`src/rtl/muldiv_pkg.sv`:
```
// Shared encodings and default sizes for the iterative multiply/divide unit.
// Divide support is compiled in only when MULDIV_DIV_EN is defined.
package muldiv_pkg;

    localparam int DEF_WIDTH  = 16;
    localparam int DEF_ADDR_W = 3;

    localparam logic OP_MUL = 1'b0;
    localparam logic OP_DIV = 1'b1;

    typedef enum logic [1:0] {
        ST_IDLE = 2'b00,
        ST_MUL  = 2'b01,
        ST_DIV  = 2'b10,
        ST_DONE = 2'b11
    } state_e;

endpackage

```
`src/rtl/muldiv_datapath.sv`:
```
// Shift-add multiplier and restoring divider sharing one 2*WIDTH working register.
// The divide path exists only when MULDIV_DIV_EN is defined.
module muldiv_datapath
    import muldiv_pkg::*;
#(
    parameter int WIDTH = DEF_WIDTH
) (
    input  logic             clk,
    input  logic             rst_n,
    input  logic             load,
    input  logic             step,
`ifdef MULDIV_DIV_EN
    input  logic             op,
`endif
    input  logic [WIDTH-1:0] operand_a,
    input  logic [WIDTH-1:0] operand_b,
    output logic [WIDTH-1:0] res_lo,
    output logic [WIDTH-1:0] res_hi
`ifdef MULDIV_DIV_EN
    ,
    output logic             divisor_zero
`endif
);

    // Upper half: partial product / remainder. Lower half: multiplier / quotient.
    logic [2*WIDTH-1:0] prod_r;
    logic [2*WIDTH-1:0] prod_step_s;
    logic [2*WIDTH-1:0] res_full_s;
    logic [WIDTH-1:0]   opnd_r;
    logic [WIDTH:0]     add_s;
`ifdef MULDIV_DIV_EN
    logic               op_r;
    logic [WIDTH:0]     shift_s;
    logic [WIDTH:0]     diff_s;
`endif

    // One iteration of the selected algorithm applied to the working register.
    always_comb begin
        add_s       = {1'b0, prod_r[2*WIDTH-1:WIDTH]} +
                      (prod_r[0] ? {1'b0, opnd_r} : {(WIDTH+1){1'b0}});
        prod_step_s = {add_s, prod_r[WIDTH-1:1]};
`ifdef MULDIV_DIV_EN
        shift_s = prod_r[2*WIDTH-1:WIDTH-1];
        diff_s  = shift_s - {1'b0, opnd_r};
        if (op_r == OP_DIV) begin
            if (diff_s[WIDTH] == 1'b0) begin
                prod_step_s = {diff_s[WIDTH-1:0], prod_r[WIDTH-2:0], 1'b1};
            end else begin
                prod_step_s = {shift_s[WIDTH-1:0], prod_r[WIDTH-2:0], 1'b0};
            end
        end else begin
            prod_step_s = {add_s, prod_r[WIDTH-1:1]};
        end
`endif
    end

    // Working register: load fresh operands or advance by one iteration.
    always_ff @(posedge clk) begin
        if (!rst_n) begin
            prod_r <= {(2*WIDTH){1'b0}};
            opnd_r <= {WIDTH{1'b0}};
`ifdef MULDIV_DIV_EN
            op_r   <= OP_MUL;
`endif
        end else if (load) begin
`ifdef MULDIV_DIV_EN
            op_r <= op;
            if (op == OP_DIV) begin
                prod_r <= {{WIDTH{1'b0}}, operand_a};
                opnd_r <= operand_b;
            end else begin
                prod_r <= {{WIDTH{1'b0}}, operand_b};
                opnd_r <= operand_a;
            end
`else
            prod_r <= {{WIDTH{1'b0}}, operand_b};
            opnd_r <= operand_a;
`endif
        end else if (step) begin
            prod_r <= prod_step_s;
        end
    end

    // Result view including the step being taken this cycle, so the top can
    // capture it on the same edge that enters DONE.
    always_comb begin
        res_full_s = step ? prod_step_s : prod_r;
        res_lo     = res_full_s[WIDTH-1:0];
        res_hi     = res_full_s[2*WIDTH-1:WIDTH];
`ifdef MULDIV_DIV_EN
        divisor_zero = (opnd_r == {WIDTH{1'b0}});
        if ((op_r == OP_DIV) && divisor_zero) begin
            res_lo = {WIDTH{1'b1}};
            res_hi = prod_r[WIDTH-1:0];
        end else begin
            res_lo = res_full_s[WIDTH-1:0];
            res_hi = res_full_s[2*WIDTH-1:WIDTH];
        end
`endif
    end

endmodule

```
`src/rtl/muldiv_unit.sv`:
```
// Iterative multiply/divide unit with a one-cycle register-file write at completion.
// Divide support (DIV state, div_by_zero) is enabled by defining MULDIV_DIV_EN.
module muldiv_unit
    import muldiv_pkg::*;
#(
    parameter int WIDTH  = DEF_WIDTH,
    parameter int ADDR_W = DEF_ADDR_W
) (
    input  logic              clk,
    input  logic              rst_n,
    input  logic              start,
    input  logic              op,
    input  logic [WIDTH-1:0]  operand_a,
    input  logic [WIDTH-1:0]  operand_b,
    input  logic [ADDR_W-1:0] dest,
    output logic              busy,
    output logic              wb_en,
    output logic [ADDR_W-1:0] wb_dest,
    output logic [WIDTH-1:0]  wb_data,
    output logic [WIDTH-1:0]  hi,
    output logic              div_by_zero
);

    localparam int CNT_W = $clog2(WIDTH + 1);

    state_e            state_r;
    state_e            state_nxt_s;
    logic [CNT_W-1:0]  cnt_r;
    logic [CNT_W-1:0]  cnt_nxt_s;
    logic [ADDR_W-1:0] dest_r;
    logic              load_s;
    logic              step_s;
    logic              finish_s;
    logic [WIDTH-1:0]  res_lo_s;
    logic [WIDTH-1:0]  res_hi_s;
    logic              busy_r;
    logic              wb_en_r;
    logic [ADDR_W-1:0] wb_dest_r;
    logic [WIDTH-1:0]  wb_data_r;
    logic [WIDTH-1:0]  hi_r;
`ifdef MULDIV_DIV_EN
    logic              divisor_zero_s;
    logic              div_by_zero_r;
`endif

    muldiv_datapath #(
        .WIDTH        (WIDTH)
    ) u_datapath (
        .clk          (clk),
        .rst_n        (rst_n),
        .load         (load_s),
        .step         (step_s),
`ifdef MULDIV_DIV_EN
        .op           (op),
`endif
        .operand_a    (operand_a),
        .operand_b    (operand_b),
        .res_lo       (res_lo_s),
        .res_hi       (res_hi_s)
`ifdef MULDIV_DIV_EN
        ,
        .divisor_zero (divisor_zero_s)
`endif
    );

    // Next-state, iteration counter and datapath control.
    always_comb begin
        state_nxt_s = state_r;
        cnt_nxt_s   = cnt_r;
        load_s      = 1'b0;
        step_s      = 1'b0;
        finish_s    = 1'b0;
        case (state_r)
            ST_IDLE: begin
                if (start && (op == OP_MUL)) begin
                    state_nxt_s = ST_MUL;
                    cnt_nxt_s   = CNT_W'(WIDTH);
                    load_s      = 1'b1;
                end
`ifdef MULDIV_DIV_EN
                else if (start && (op == OP_DIV)) begin
                    state_nxt_s = ST_DIV;
                    cnt_nxt_s   = CNT_W'(WIDTH);
                    load_s      = 1'b1;
                end
`endif
                else begin
                    state_nxt_s = ST_IDLE;
                end
            end
            ST_MUL: begin
                step_s    = 1'b1;
                cnt_nxt_s = cnt_r - CNT_W'(1);
                if (cnt_r == CNT_W'(1)) begin
                    state_nxt_s = ST_DONE;
                    finish_s    = 1'b1;
                end else begin
                    state_nxt_s = ST_MUL;
                end
            end
`ifdef MULDIV_DIV_EN
            ST_DIV: begin
                if (divisor_zero_s) begin
                    state_nxt_s = ST_DONE;
                    cnt_nxt_s   = CNT_W'(0);
                    finish_s    = 1'b1;
                end else begin
                    step_s    = 1'b1;
                    cnt_nxt_s = cnt_r - CNT_W'(1);
                    if (cnt_r == CNT_W'(1)) begin
                        state_nxt_s = ST_DONE;
                        finish_s    = 1'b1;
                    end else begin
                        state_nxt_s = ST_DIV;
                    end
                end
            end
`endif
            ST_DONE: begin
                state_nxt_s = ST_IDLE;
            end
            default: begin
                state_nxt_s = ST_IDLE;
            end
        endcase
    end

    // State, counter and latched destination.
    always_ff @(posedge clk) begin
        if (!rst_n) begin
            state_r <= ST_IDLE;
            cnt_r   <= CNT_W'(0);
            dest_r  <= {ADDR_W{1'b0}};
        end else begin
            state_r <= state_nxt_s;
            cnt_r   <= cnt_nxt_s;
            if (load_s) begin
                dest_r <= dest;
            end
        end
    end

    // Registered outputs; results are captured on the edge that enters DONE.
    always_ff @(posedge clk) begin
        if (!rst_n) begin
            busy_r    <= 1'b0;
            wb_en_r   <= 1'b0;
            wb_dest_r <= {ADDR_W{1'b0}};
            wb_data_r <= {WIDTH{1'b0}};
            hi_r      <= {WIDTH{1'b0}};
        end else begin
            busy_r  <= (state_nxt_s != ST_IDLE);
            wb_en_r <= finish_s && (dest_r != {ADDR_W{1'b0}});
            if (finish_s) begin
                wb_dest_r <= dest_r;
                wb_data_r <= res_lo_s;
                hi_r      <= res_hi_s;
            end
        end
    end

`ifdef MULDIV_DIV_EN
    // Divide-by-zero flag, valid only in the DONE cycle.
    always_ff @(posedge clk) begin
        if (!rst_n) begin
            div_by_zero_r <= 1'b0;
        end else begin
            div_by_zero_r <= finish_s && (state_r == ST_DIV) && divisor_zero_s;
        end
    end

    assign div_by_zero = div_by_zero_r;
`else
    assign div_by_zero = 1'b0;
`endif

    assign busy    = busy_r;
    assign wb_en   = wb_en_r;
    assign wb_dest = wb_dest_r;
    assign wb_data = wb_data_r;
    assign hi      = hi_r;

endmodule

```
`config.mk`:
```
export PLATFORM = sky130hd
export DESIGN_NAME = muldiv_unit
export DESIGN_NICKNAME = d
export VERILOG_FILES = /design/src/rtl/muldiv_pkg.sv /design/src/rtl/muldiv_datapath.sv /design/src/rtl/muldiv_unit.sv
export SDC_FILE = /design/constraint.sdc
export NUM_CORES = 1
export LEC_CHECK = 0
export CAP_MARGIN = 20
export CORE_MARGIN = 2
export CORE_UTILIZATION = 35
export DETAILED_ROUTE_END_ITERATION = 16
export PLACE_DENSITY = 0.55
export SYNTH_ARGS = -nofsm -noshare
export SYNTH_HDL_FRONTEND = slang
export SYNTH_SLANG_ARGS = --single-unit
```
`constraint.sdc`:
```
create_clock -name clk -period 6.71 [get_ports clk]
set_input_delay 2.013 -clock clk [delete_from_list [all_inputs] [get_ports clk]]
set_output_delay 2.013 -clock clk [all_outputs]
set_load 0.01 [all_outputs]
```
Word level (Yosys, flattened, before mapping)
Index checks and enable logic that the tools add are counted.
{ "word_totals": {"wordCells": 39, "output_inout_bits": 38, "regBits": 95, "input_bits": 39} }
{ "classes": {"n_addsub": 2, "eq_ne": 3, "reduce_logical": 8, "bitwise_logic": 2, "mux": 13} }
{ "op_table": {"columns": ["operator", "n"], "rows": [
  ["$mux W16", 2],
  ["$mux W32", 1],
  ["$add A16 B17 Y17", 1],
  ["$pmux W5 S2", 1],
  ["$mux W1", 6],
  ["$eq A5 B1 Y1 const B", 1],
  ["$mux W5", 1],
  ["$sub A5 B1 Y5 const B", 1],
  ["$pmux W2 S2", 1],
  ["$reduce_bool A2 Y1", 2],
  ["$reduce_bool A3 Y1", 1],
  ["$eq A2 B1 Y1 const B", 1],
  ["$logic_and A1 B1 Y1", 2],
  ["$logic_not A2 Y1", 1],
  ["$mux W2", 1],
  ["$ne A2 B2 Y1 const B", 1],
  ["$not A1 Y1", 2],
  ["$reduce_and A2 Y1", 1],
  ["$reduce_or A2 Y1", 1]
]} }

Logic depth before layout (Yosys ltp)
Gate-level depths: netlist of run 1.
{ "depth": {"depth_word": 5, "mapped_depth": 10, "mapped_depth_nobuf": 9} }

Modules after synthesis
From an unflattened synthesis of run 1, not the netlist that was laid out.
{ "unflattened": {"hier_cells": 548, "area_unflattened_um2": 4978.5} }
{ "modules_own_cells": {"columns": ["module", "area_per_inst_um2", "seq_area_each_um2", "cells_each", "n_inst"], "rows": [
  ["muldiv_datapath", 3091.7, 960.9, 329, 1],
  ["muldiv_unit", 1886.8, 940.9, 219, 1]
]} }

Worst setup path after synthesis of run 1
OpenSTA, ideal clock, no wires.
{ "synth_timing": {"path_kind": "input -> register", "from": "in op", "to": "reg u_datapath.prod_r[27]", "cell_stages": 7, "path_slack_ps": 3314, "arrival_time_ps": 3279, "n_path_buf": 2, "path_cell_list": "or4b_1 -> clkbuf_1 -> and2_1 -> clkbuf_1 -> and3_2 -> mux2i_1 -> nand2_1"} }
{ "synth_between": {"elab_chain_cells": 5} }
{ "synth_lines": {"columns": ["item", "line", "rtl"], "rows": [
  ["start: declaration", "muldiv_unit.sv:12", "input logic op,"],
  ["$not A1 Y1", "muldiv_unit.sv:75", "if (start && (op == OP_MUL)) begin"],
  ["$logic_and A1 B1 Y1", "muldiv_unit.sv:75", null],
  ["$mux W1", "muldiv_unit.sv:75", null],
  ["$mux W1", "muldiv_unit.sv:73", "case (state_r)"],
  ["$reduce_or A2 Y1 (no source line)", null, null],
  ["end signal: assignment", "muldiv_datapath.sv:60", "prod_r <= {(2*WIDTH){1'b0}};"],
  ["end signal: assignment", "muldiv_datapath.sv:76", "prod_r <= {{WIDTH{1'b0}}, operand_b};"],
  ["end signal: assignment", "muldiv_datapath.sv:80", "prod_r <= prod_step_s;"],
  ["end: declaration", "muldiv_datapath.sv:26", "logic [2*WIDTH-1:0] prod_r;"]
]} }
No other way between the ends.
A chain may end at the register's enable or synchronous reset.

Final worst setup path of run 1
{ "layout_timing": {"from": "in start", "to": "reg u_datapath.prod_r[28]"} }
{ "layout_between": {"elab_chain_cells": 4} }
{ "layout_lines": {"columns": ["item", "line", "rtl"], "rows": [
  ["start: declaration", "muldiv_unit.sv:11", "input logic start,"],
  ["$logic_and A1 B1 Y1", "muldiv_unit.sv:75", null],
  ["$mux W1", "muldiv_unit.sv:75", null],
  ["$mux W1", "muldiv_unit.sv:73", null],
  ["$reduce_or A2 Y1 (no source line)", null, null]
]} }
No other way between the ends.

==> results.json, run 1 <==
{
  "first_global_vias": 3672,
  "synthSimpleGateAreaFrac": 0.251,
  "cpPeakStageDelay_ns": 0.58,
  "most_used_dff_post_synth": "dfxtp_1",
  "main_combinational_cell_family_by_area_after_synthesis": "simple AND/OR/NAND/NOR gates",
  "cts_num_sinks": 95,
  "gpl.final_weighted_congestion": 0.846,
  "num_vias": 3903,
  "total_nets_after_synthesis": 608,
  "antenna_violating_nets_post_route": 0,
  "finish.utilization": 0.448,
  "powerDensity_nw_per_um2": 213,
  "synth_compound_area_frac": 0.208,
  "postCtsSetupBuffers": 0,
  "routed_wire_length_per_instance_um": 14.3,
  "count_of_antenna_diodes_in_the_layout": 0,
  "slew_headroom": 0.478,
  "crit_path_top_delay_cell": "or4b_2",
  "hold_path.startpoint": "hi[7]$_SDFFE_PN0P_",
  "synthTopCellsByArea": "dfxtp_1 (42%), nand2_1 (13%), a21boi_0 (7.3%), ha_1 (4.9%), o211a_1 (3.7%)",
  "die_height_um": 118,
  "hold_path_cell_cnt": 2,
  "worst_path_dominant_cell_family": "simple AND/OR/NAND/NOR gates",
  "ctsLongestPathBuffers": 2,
  "power.static_leakage_nw": 2.32,
  "initial_utilization": 0.359,
  "yosys.area.top_type": "dfxtp_1",
  "post_cts.resized_instances": 0,
  "remaining_drc_errors": 0,
  "timing.final.crit_period_ns": 3.98,
  "totalNegativeSetupSlack_ns": 0,
  "clock_tree.htree_level_count": 3,
  "clock_transition_at_the_registers_of_the_reported_paths_ns": 0.07,
  "nNetsFinal": 661,
  "timing.reg2reg.worst_path_depth": 9,
  "detail_route.first_pass.iterations": 4,
  "synthMostInstantiatedCell": "nand2_1",
  "final_cell_area_sq_um": 5680,
  "areaGrowthSynthToFinish_pct": 24.7,
  "timing.rr.start": "u_datapath.prod_r[0]$_SDFF_PN0_",
  "grt_first_pass_wirelength_um": 18700,
  "wl_um": 11100,
  "grt_start_max_net_pins": 85,
  "rrSetupSlack_ns": 3.60,
  "vdd_ir_drop_max_uv": 105,
  "required_ns": 6.95,
  "ys_ff_latch": 95,
  "synthArstFlopShare": 0,
  "worst_path_bufs_invs": 2,
  "count_of_final_hold_check_violations": 0,
  "setup_crit_start_kind": "primary input",
  "path_max_fanout": 59,
  "dpl.hpwl_um": 7460,
  "achievable-frequency_mhz": 251,
  "synth_cell_types": 57,
  "io-pin-count": 77,
  "leading_post_synthesis_cells_by_instance_count": "nand2_1 (153), dfxtp_1 (95), a21boi_0 (44)",
  "setup-violations-final": 0,
  "tot_pwr_w": 0.00121,
  "clock_insertion_delay_worst_skew_ns": 0.34,
  "synthXorXnorAreaFrac": 0.0192,
  "layout.cells.non_filler": 780,
  "switching_power_as_a_share_of_total_power": 0.245,
  "cts-hold-fix-buffers": 0,
  "gr-usage-all-layers": 0.166,
  "yosys-mux-area-fraction": 0.00660,
  "crit_path_cell_trace": "clkdlybuf4s50_1 > or4b_2 > buf_4 > nand2_1 > nor3_1 > mux2i_1 > nand2_1",
  "post_synthesis_cell_area_sq_um": 4550,
  "synth-adder-area-share": 0.0539,
  "fin_crit_sh": 0.593,
  "maxCapViolations": 0,
  "pwr-share-comb": 0.095,
  "crit_path_frequent_cell": "nand2_1",
  "num_rows": 41,
  "core_ar_sq_um": 12700,
  "power.switching_w": 0.000296,
  "number_of_antenna_violations_at_the_first_check_in_global_routing": 0,
  "tritoncts": "built",
  "synth-seq-area-share": 0.418,
  "outcome": "completed",
  "timing.critical_path.to_type": "register",
  "p_int_w": 0.000911,
  "grt.overflow.total": 0,
  "drt_first_iter_violations": 297,
  "regToRegEndpoint": "hi[15]$_SDFFE_PN0P_",
  "synth_cells": 550,
  "timing_worst_setup_path_type": "primary input to register",
  "worst_pin_slew_ns": 0.783,
  "drive_above_1_share": 0.0609,
  "die_x_um": 118,
  "worstHoldEndpoint": "hi[7]$_SDFFE_PN0P_",
  "viasPerCell": 5.00,
  "finalClockSkew_ns": 0.00683,
  "post_synth.cell_area_avg_sq_um": 8.27,
  "place.port_buffers": 75,
  "floorplan.die_area_sq_um": 13900,
  "rsz0062_at_grt": "no",
  "critical_path_arrival_ns": 4.22,
  "yosysWarningCount": 0,
  "cts_made_buffers": 9,
  "place.detailed.instances": 764,
  "post-synth-top-area-fraction": 0.418,
  "power.share.clock": 0.410,
  "cts_root_cell": "clkbuf_16",
  "slew_viol_final": 0,
  "number_of_enable_type_register_cells_in_the_synthesized_netlist": 0,
  "placed_area_sq_um": 5390,
  "sequential_share_of_power": 0.496,
  "holdCritPathClass": "register to register"
}
[worst min-delay path, stage by stage (launching register included)]
cell and delay, ns:
dfxtp_1 0.31, nand3_1 0.06, nand2_1 0.05
[metal layers]
metal / share of wire / global-route usage / wire length (um) / vias to the layer above
li1: - / - / - / 2005
met1: 0.51 / 0.235 / 5650 / 1811
met2: 0.44 / 0.250 / 4880 / 75
met3: 0.040 / 0.0339 / 446 / 12
met4: 0.015 / 0.0557 / 164 / 0
met5: 0 / 0 / 0 / -
[cell type report]
cell class / instances / area, sq um
well taps: 172 / 215
repair buffers: 82 / 798
fillers: 1268 / 6990
clock buffers: 12 / 256
flip-flops and latches: 95 / 1900
inverters: 3 / 11.3
clock inverters: 4 / 27.5
multi-input cells: 412 / 2470
[flip-flops by register name, summed over array words and instances, names as in the netlist]
| name | cells |
|---|---|
| state_r | 2 |
| dest_r | 3 |
| wb_data | 16 |
| u_datapath.prod_r | 32 |
| wb_en | 1 |
| cnt_r | 5 |
| u_datapath.opnd_r | 16 |
| wb_dest | 3 |
| busy | 1 |
| hi | 16 |
[power groups by stage]
stage	clock, W	combinational (W)	sequential [W]
finish	0.000494	0.000114	0.000598
global route	0.000535	0.000128	0.000601
CTS	0.000508	0.000115	0.000599
detailed placement	0	0.000115	0.000611
global placement	0	0.000113	0.000611
floorplan	0	0.0000730	0.000607
[how the worst max path moves through the flow]
stage | start | endpoint | cells after the start
2_1_floorplan | op | u_datapath.prod_r[27]$_SDFF_PP0_ | 7
3_3_place_gp | start | u_datapath.prod_r[29]$_SDFF_PP0_ | 7
3_5_place_dp | start | u_datapath.prod_r[27]$_SDFF_PP0_ | 7
4_1_cts | start | u_datapath.prod_r[28]$_SDFF_PP0_ | 7
5_1_grt | start | u_datapath.prod_r[29]$_SDFF_PP0_ | 7
6_report | start | u_datapath.prod_r[28]$_SDFF_PP0_ | 7
[per-stage QoR]
step,hold slack (ns),setup WS [ns]
6_report,0.456,2.73
3_3_place_gp,0.446,2.43
2_1_floorplan,0.436,3.31
4_1_cts,0.460,2.75
3_5_place_dp,0.449,2.40
5_1_grt,0.487,2.49
[logic make-up (layout without fill, tap and decap cells)]
kind of cell | after synthesis | after routing
buffers and inverters | 43 | 101
adders and majority gates | 19 | 19
muxes | 3 | 3
other | 1 | 1
DFF | 95 | 95
AOI/OAI and AO/OA | 128 | 128
and+or+nand+nor | 251 | 251
xor gates and xnor gates | 10 | 10
[cell usage in the layout, fill, tap and decap left out, drive strengths merged, types with 8 or more instances in the layout]
master           n
o211a           17
and2            20
buf              8
o21ai           14
nor2            14
nand2          153
clkdlybuf4s50   74
clkbuf          12
ha              18
a21oi           28
a21boi          44
dfxtp           95
nand3           31
Power figures use the tool's default switching activity.
==> run 2: changes to the inputs <==
Settings changed: PLACE_DENSITY 0.55 to 0.57.
Clock period 6.71 ns to 3.4 ns, I/O delays scaled along.
==> results.json, run 2 (same netlist as run 1, synthesis figures left out) <==
{
  "post_cts.resized_instances": 0,
  "grt.overflow.total": 0,
  "tot_pwr_w": 0.00254,
  "timing.critical_path.to_type": "register",
  "viasPerCell": 4.97,
  "remaining_drc_errors": 0,
  "maxCapViolations": 0,
  "count_of_final_hold_check_violations": 0,
  "first_global_vias": 3698,
  "gpl.final_weighted_congestion": 0.901,
  "rsz0062_at_grt": "no",
  "place.detailed.instances": 768,
  "powerDensity_nw_per_um2": 441,
  "cts-hold-fix-buffers": 0,
  "worst_pin_slew_ns": 0.753,
  "layout.cells.non_filler": 784,
  "timing.final.crit_period_ns": 2.89,
  "num_rows": 41,
  "largest_reg_flops": 32,
  "routed_wire_length_per_instance_um": 14.5,
  "setup-violations-final": 0,
  "layout.cells.most_common": "nand2_1",
  "clock_insertion_delay_worst_skew_ns": 0.35,
  "grt_first_pass_wirelength_um": 18500,
  "io-pin-count": 77,
  "totalNegativeSetupSlack_ns": 0,
  "critical_path_arrival_ns": 3.12,
  "detail_route.first_pass.iterations": 7,
  "path_max_fanout": 6,
  "layout.cells.most_common_list": "nand2_1 (153), dfxtp_1 (95), clkdlybuf4s50_1 (74)",
  "initial_utilization": 0.359,
  "core_ar_sq_um": 12700,
  "fin_crit_sh": 0.850,
  "outcome": "completed",
  "clock_transition_at_the_registers_of_the_reported_paths_ns": 0.07,
  "final-seq-area_sq_um": 1900,
  "number_of_antenna_violations_at_the_first_check_in_global_routing": 0,
  "cts_num_sinks": 95,
  "timing.final.ws_setup_ns": 0.509,
  "clock_tree.htree_level_count": 3,
  "ctsLongestPathBuffers": 2,
  "timing_worst_setup_path_type": "register to register",
  "finalClockSkew_ns": 0.0111,
  "die_height_um": 118,
  "die_x_um": 118,
  "gr-usage-all-layers": 0.164,
  "dpl.hpwl_um": 7830,
  "cts_root_cell": "clkbuf_16",
  "drive_above_1_share": 0.0670,
  "achievable-frequency_mhz": 346,
  "slew_headroom": 0.498,
  "dp_slack_ns": 0.327,
  "required_ns": 3.63,
  "power.static_leakage_nw": 2.36,
  "largest-register": "u_datapath.prod_r",
  "placed_area_sq_um": 5420,
  "multi_input_comb_area_sq_um": 2470,
  "slew_viol_final": 0,
  "floorplan.die_area_sq_um": 13900,
  "count_of_antenna_diodes_in_the_layout": 0,
  "holdCritPathClass": "register to register",
  "vdd_ir_drop_max_uv": 221,
  "drt_first_iter_violations": 332,
  "final_cell_area_sq_um": 5750,
  "grt_start_max_net_pins": 56,
  "setup_crit_start_kind": "register",
  "antenna_violating_nets_post_route": 0,
  "num_vias": 3894,
  "tritoncts": "built",
  "cts_made_buffers": 9,
  "final.fill_count": 1277,
  "place.port_buffers": 75,
  "areaGrowthSynthToFinish_pct": 26.5,
  "wl_um": 11300,
  "postCtsSetupBuffers": 0,
  "nNetsFinal": 665
}
## run 2: cell types whose count changed in the layout (fill, tap and decap cells not counted)
cell,change
buf_4,+4
bufinv_16,+2
clkbuf_8,-1
clkinv_2,-2
clkinv_4,+1
inv_6,-1
inv_8,+1
## run 2: final cells by class
cell class                 count  area share
clock buffer                  11      0.0422
clock inverter                 5      0.0154
inverter                       3     0.00196
multi-input combinational    412       0.429
sequential                    95       0.331
tap                          172      0.0374
timing repair buffer          86       0.144
## run 2: power breakdown
group / switching, W / internal [W] / total, W
clock: 0.000449 / 0.000674 / 0.00112
combinational: 0.000125 / 0.000109 / 0.000235
sequential: 0.0000265 / 0.00115 / 0.00118
total: 0.000601 / 0.00193 / 0.00254
## run 2: metal layers
layer	track usage	share of wire	up-vias
met5	0	0	-
met4	0.0610	0.016	0
met3	0.0257	0.042	13
met2	0.245	0.42	79
met1	0.238	0.52	1797
li1	-	-	2005
## run 2: worst paths after layout
check	start	endpoint	slack, ns	cells past startpoint
worst max-delay path	u_datapath.prod_r[0]$_SDFF_PN0_	hi[15]$_SDFFE_PN0P_	0.51	9
worst min-delay path	u_datapath.opnd_r[10]$_SDFFE_PN0P_	u_datapath.opnd_r[10]$_SDFFE_PN0P_	0.46	2
worst max register to register	u_datapath.prod_r[0]$_SDFF_PN0_	hi[15]$_SDFFE_PN0P_	0.51	9
worst min register to register	u_datapath.opnd_r[10]$_SDFFE_PN0P_	u_datapath.opnd_r[10]$_SDFFE_PN0P_	0.46	2
## run 2: critical path, cell delays in order (launching register included)
cell,delay (ns)
dfxtp_1,0.38
and2_1,0.20
ha_1,0.23
fa_1,0.42
a21o_1,0.22
a221oi_2,0.48
nor2_1,0.16
a21oi_2,0.32
o311a_1,0.28
a21oi_1,0.08
## run 2: through the flow
stage          hold WS (ns)  utilization
3_3_place_gp          0.446        0.428
4_1_cts               0.461        0.454
6_report              0.459        0.454
5_1_grt               0.478        0.454
3_5_place_dp          0.450        0.428
2_1_floorplan         0.436            -
==> run 3: changes to the inputs <==
Settings changed: ABC_AREA from default to 1, PLACE_DENSITY 0.57 to 0.56.
==> results.json, run 3 <==
{
  "outcome": "completed",
  "grt_start_max_net_pins": 62,
  "crit_path_top_delay_cell": "clkinv_2",
  "tritoncts": "built",
  "clock_insertion_delay_worst_skew_ns": 0.35,
  "largest_reg_flops": 32,
  "routed_wire_length_per_instance_um": 13.6,
  "clock_tree.htree_level_count": 3,
  "remaining_drc_errors": 0,
  "timing.critical_path.to_type": "register",
  "timing.reg2reg.worst_path_depth": 7,
  "synth_compound_area_frac": 0.148,
  "drt_first_iter_violations": 242,
  "cts-hold-fix-buffers": 0,
  "total_nets_after_synthesis": 712,
  "required_ns": 3.61,
  "post_synth.cell_area_avg_sq_um": 7.21,
  "layout.cells.most_common_list": "nand2_1 (126), nor2_1 (121), dfxtp_1 (95)",
  "leading_post_synthesis_cells_by_instance_count": "nand2_1 (126), nor2_1 (121), dfxtp_1 (95)",
  "totalNegativeSetupSlack_ns": 0,
  "ctsLongestPathBuffers": 2,
  "cp_num_cells": 7,
  "dpl.hpwl_um": 8680,
  "io-pin-count": 77,
  "synthSimpleGateAreaFrac": 0.259,
  "path_max_fanout": 61,
  "most_used_dff_post_synth": "dfxtp_1",
  "cts_root_cell": "clkbuf_16",
  "regToRegEndpoint": "hi[1]$_SDFFE_PN0P_",
  "powerDensity_nw_per_um2": 426,
  "tot_pwr_w": 0.00250,
  "critPathLaunch": "state_r[0]$_SDFF_PN0_",
  "antenna_violating_nets_post_route": 0,
  "initial_utilization": 0.358,
  "drive_above_1_share": 0.0641,
  "wl_um": 12200,
  "num_vias": 4260,
  "yosys-mux-area-fraction": 0.0318,
  "maxCapViolations": 0,
  "synthXorXnorAreaFrac": 0.00371,
  "rrSetupSlack_ns": 0.91,
  "grt.overflow.total": 0,
  "post_cts.resized_instances": 0,
  "timing.final.crit_period_ns": 2.49,
  "final_cell_area_sq_um": 5860,
  "floorplan.die_area_sq_um": 14400,
  "viasPerCell": 4.77,
  "number_of_antenna_violations_at_the_first_check_in_global_routing": 0,
  "cpPeakStageDelay_ns": 0.79,
  "worst_pin_slew_ns": 0.963,
  "slew_viol_final": 0,
  "yosys.area.top_type": "dfxtp_1",
  "setup_crit_start_kind": "register",
  "vdd_ir_drop_max_uv": 259,
  "core_ar_sq_um": 13200,
  "nNetsFinal": 772,
  "postCtsSetupBuffers": 0,
  "count_of_final_hold_check_violations": 0,
  "post-synth-top-area-fraction": 0.403,
  "power.static_leakage_nw": 2.76,
  "areaGrowthSynthToFinish_pct": 24.3,
  "ys_ff_latch": 95,
  "finish.utilization": 0.444,
  "rsz0062_at_grt": "no",
  "fin_crit_sh": 0.733,
  "synthMostInstantiatedCell": "nand2_1",
  "holdCritPathClass": "register to register",
  "worst_setup_ep": "hi[1]$_SDFFE_PN0P_",
  "worst_path_dominant_cell_family": "buffers and inverters",
  "hold_path_cell_cnt": 1,
  "gr-usage-all-layers": 0.179,
  "setup-violations-final": 0,
  "finalClockSkew_ns": 0.00660,
  "die_height_um": 120,
  "main_combinational_cell_family_by_area_after_synthesis": "simple AND/OR/NAND/NOR gates",
  "first_global_vias": 4270,
  "synthArstFlopShare": 0,
  "num_rows": 42,
  "hold_path.startpoint": "cnt_r[4]$_SDFFE_PN0P_",
  "synth_cell_types": 35,
  "gpl.final_weighted_congestion": 0.855,
  "detail_route.first_pass.iterations": 5,
  "layout.cells.most_common": "nand2_1",
  "place.port_buffers": 75,
  "number_of_enable_type_register_cells_in_the_synthesized_netlist": 0,
  "count_of_antenna_diodes_in_the_layout": 0,
  "timing_worst_setup_path_type": "register to register",
  "achievable-frequency_mhz": 401,
  "synthTopCellsByArea": "dfxtp_1 (40%), nand2_1 (10%), nor2_1 (9.6%), inv_1 (6.0%), ha_1 (4.8%)",
  "placed_area_sq_um": 5570,
  "largest-register": "u_datapath.prod_r",
  "crit_path_cell_trace": "inv_1 > or2_1 > clkinv_4 > nand2_2 > clkinv_2 > o21ai_0 > a21oi_1",
  "slew_headroom": 0.358,
  "yosysWarningCount": 0,
  "cts_made_buffers": 9,
  "grt_first_pass_wirelength_um": 20300,
  "timing.rr.start": "state_r[0]$_SDFF_PN0_",
  "worst_path_bufs_invs": 3,
  "critical_path_arrival_ns": 2.70,
  "synth-seq-area-share": 0.403,
  "cts_num_sinks": 95,
  "post_synthesis_cell_area_sq_um": 4720,
  "die_x_um": 120,
  "synth-adder-area-share": 0.0520,
  "synth_cells": 654,
  "clock_transition_at_the_registers_of_the_reported_paths_ns": 0.07
}
-- run 3: stage by stage --
stage	setup WS, ns	std cells	hold WS [ns]
after floorplan	1.26	654	0.443
after global placement	0.817	879	0.470
after detailed placement	0.724	879	0.474
after CTS	0.854	894	0.492
after global routing	0.615	894	0.522
final	0.908	894	0.486
-- run 3: layout make-up --
type	instances	area [sq um]
fill	1382	7330
multi-input combinational	447	2330
tap	176	220
timing repair buffer	83	811
clock inverter	6	68.8
clock buffer	9	225
inverter	78	299
sequential	95	1900
-- run 3: where the power goes --
| group | total (W) | internal [W] | switching, W |
|---|---|---|---|
| clock network | 0.00103 | 0.000571 | 0.000454 |
| registers | 0.00120 | 0.00116 | 0.0000325 |
| logic | 0.000275 | 0.000122 | 0.000154 |
| total | 0.00250 | 0.00186 | 0.000640 |
-- run 3: worst reg2reg max path, stage by stage, from the launching register on --
cell	delay, ns
dfxtp_1	0.30
inv_1	0.05
or2_1	0.16
clkinv_4	0.22
nand2_2	0.32
clkinv_2	0.79
o21ai_0	0.45
a21oi_1	0.06
-- run 3: cell families after synthesis --
group                      count (synthesis)
xor gates and xnor gates                   2
other                                      1
AOI/OAI and AO/OA                        111
buffers and inverters                    112
and+or+nand+nor                          299
DFF                                       95
adders and majority gates                 19
muxes                                     15
-- run 3: worst min-delay path by stage --
| stage | to | slack [ns] |
|---|---|---|
| 2_1_floorplan | cnt_r[4]$_SDFFE_PN0P_ | 0.44 |
| 3_3_place_gp | cnt_r[4]$_SDFFE_PN0P_ | 0.47 |
| 3_5_place_dp | cnt_r[4]$_SDFFE_PN0P_ | 0.47 |
| 4_1_cts | cnt_r[4]$_SDFFE_PN0P_ | 0.49 |
| 5_1_grt | wb_dest[0]$_SDFFE_PN0P_ | 0.52 |
| 6_report | cnt_r[4]$_SDFFE_PN0P_ | 0.49 |
-- run 3: per-layer routing --
| layer | wire [um] | global-route usage | up-vias | share of wire |
|---|---|---|---|---|
| li1 | - | - | 2205 | - |
| met1 | 5940 | 0.228 | 1977 | 0.49 |
| met2 | 5630 | 0.299 | 70 | 0.46 |
| met3 | 465 | 0.0480 | 8 | 0.038 |
| met4 | 136 | 0.0456 | 0 | 0.011 |
| met5 | 0 | 0 | - | 0 |
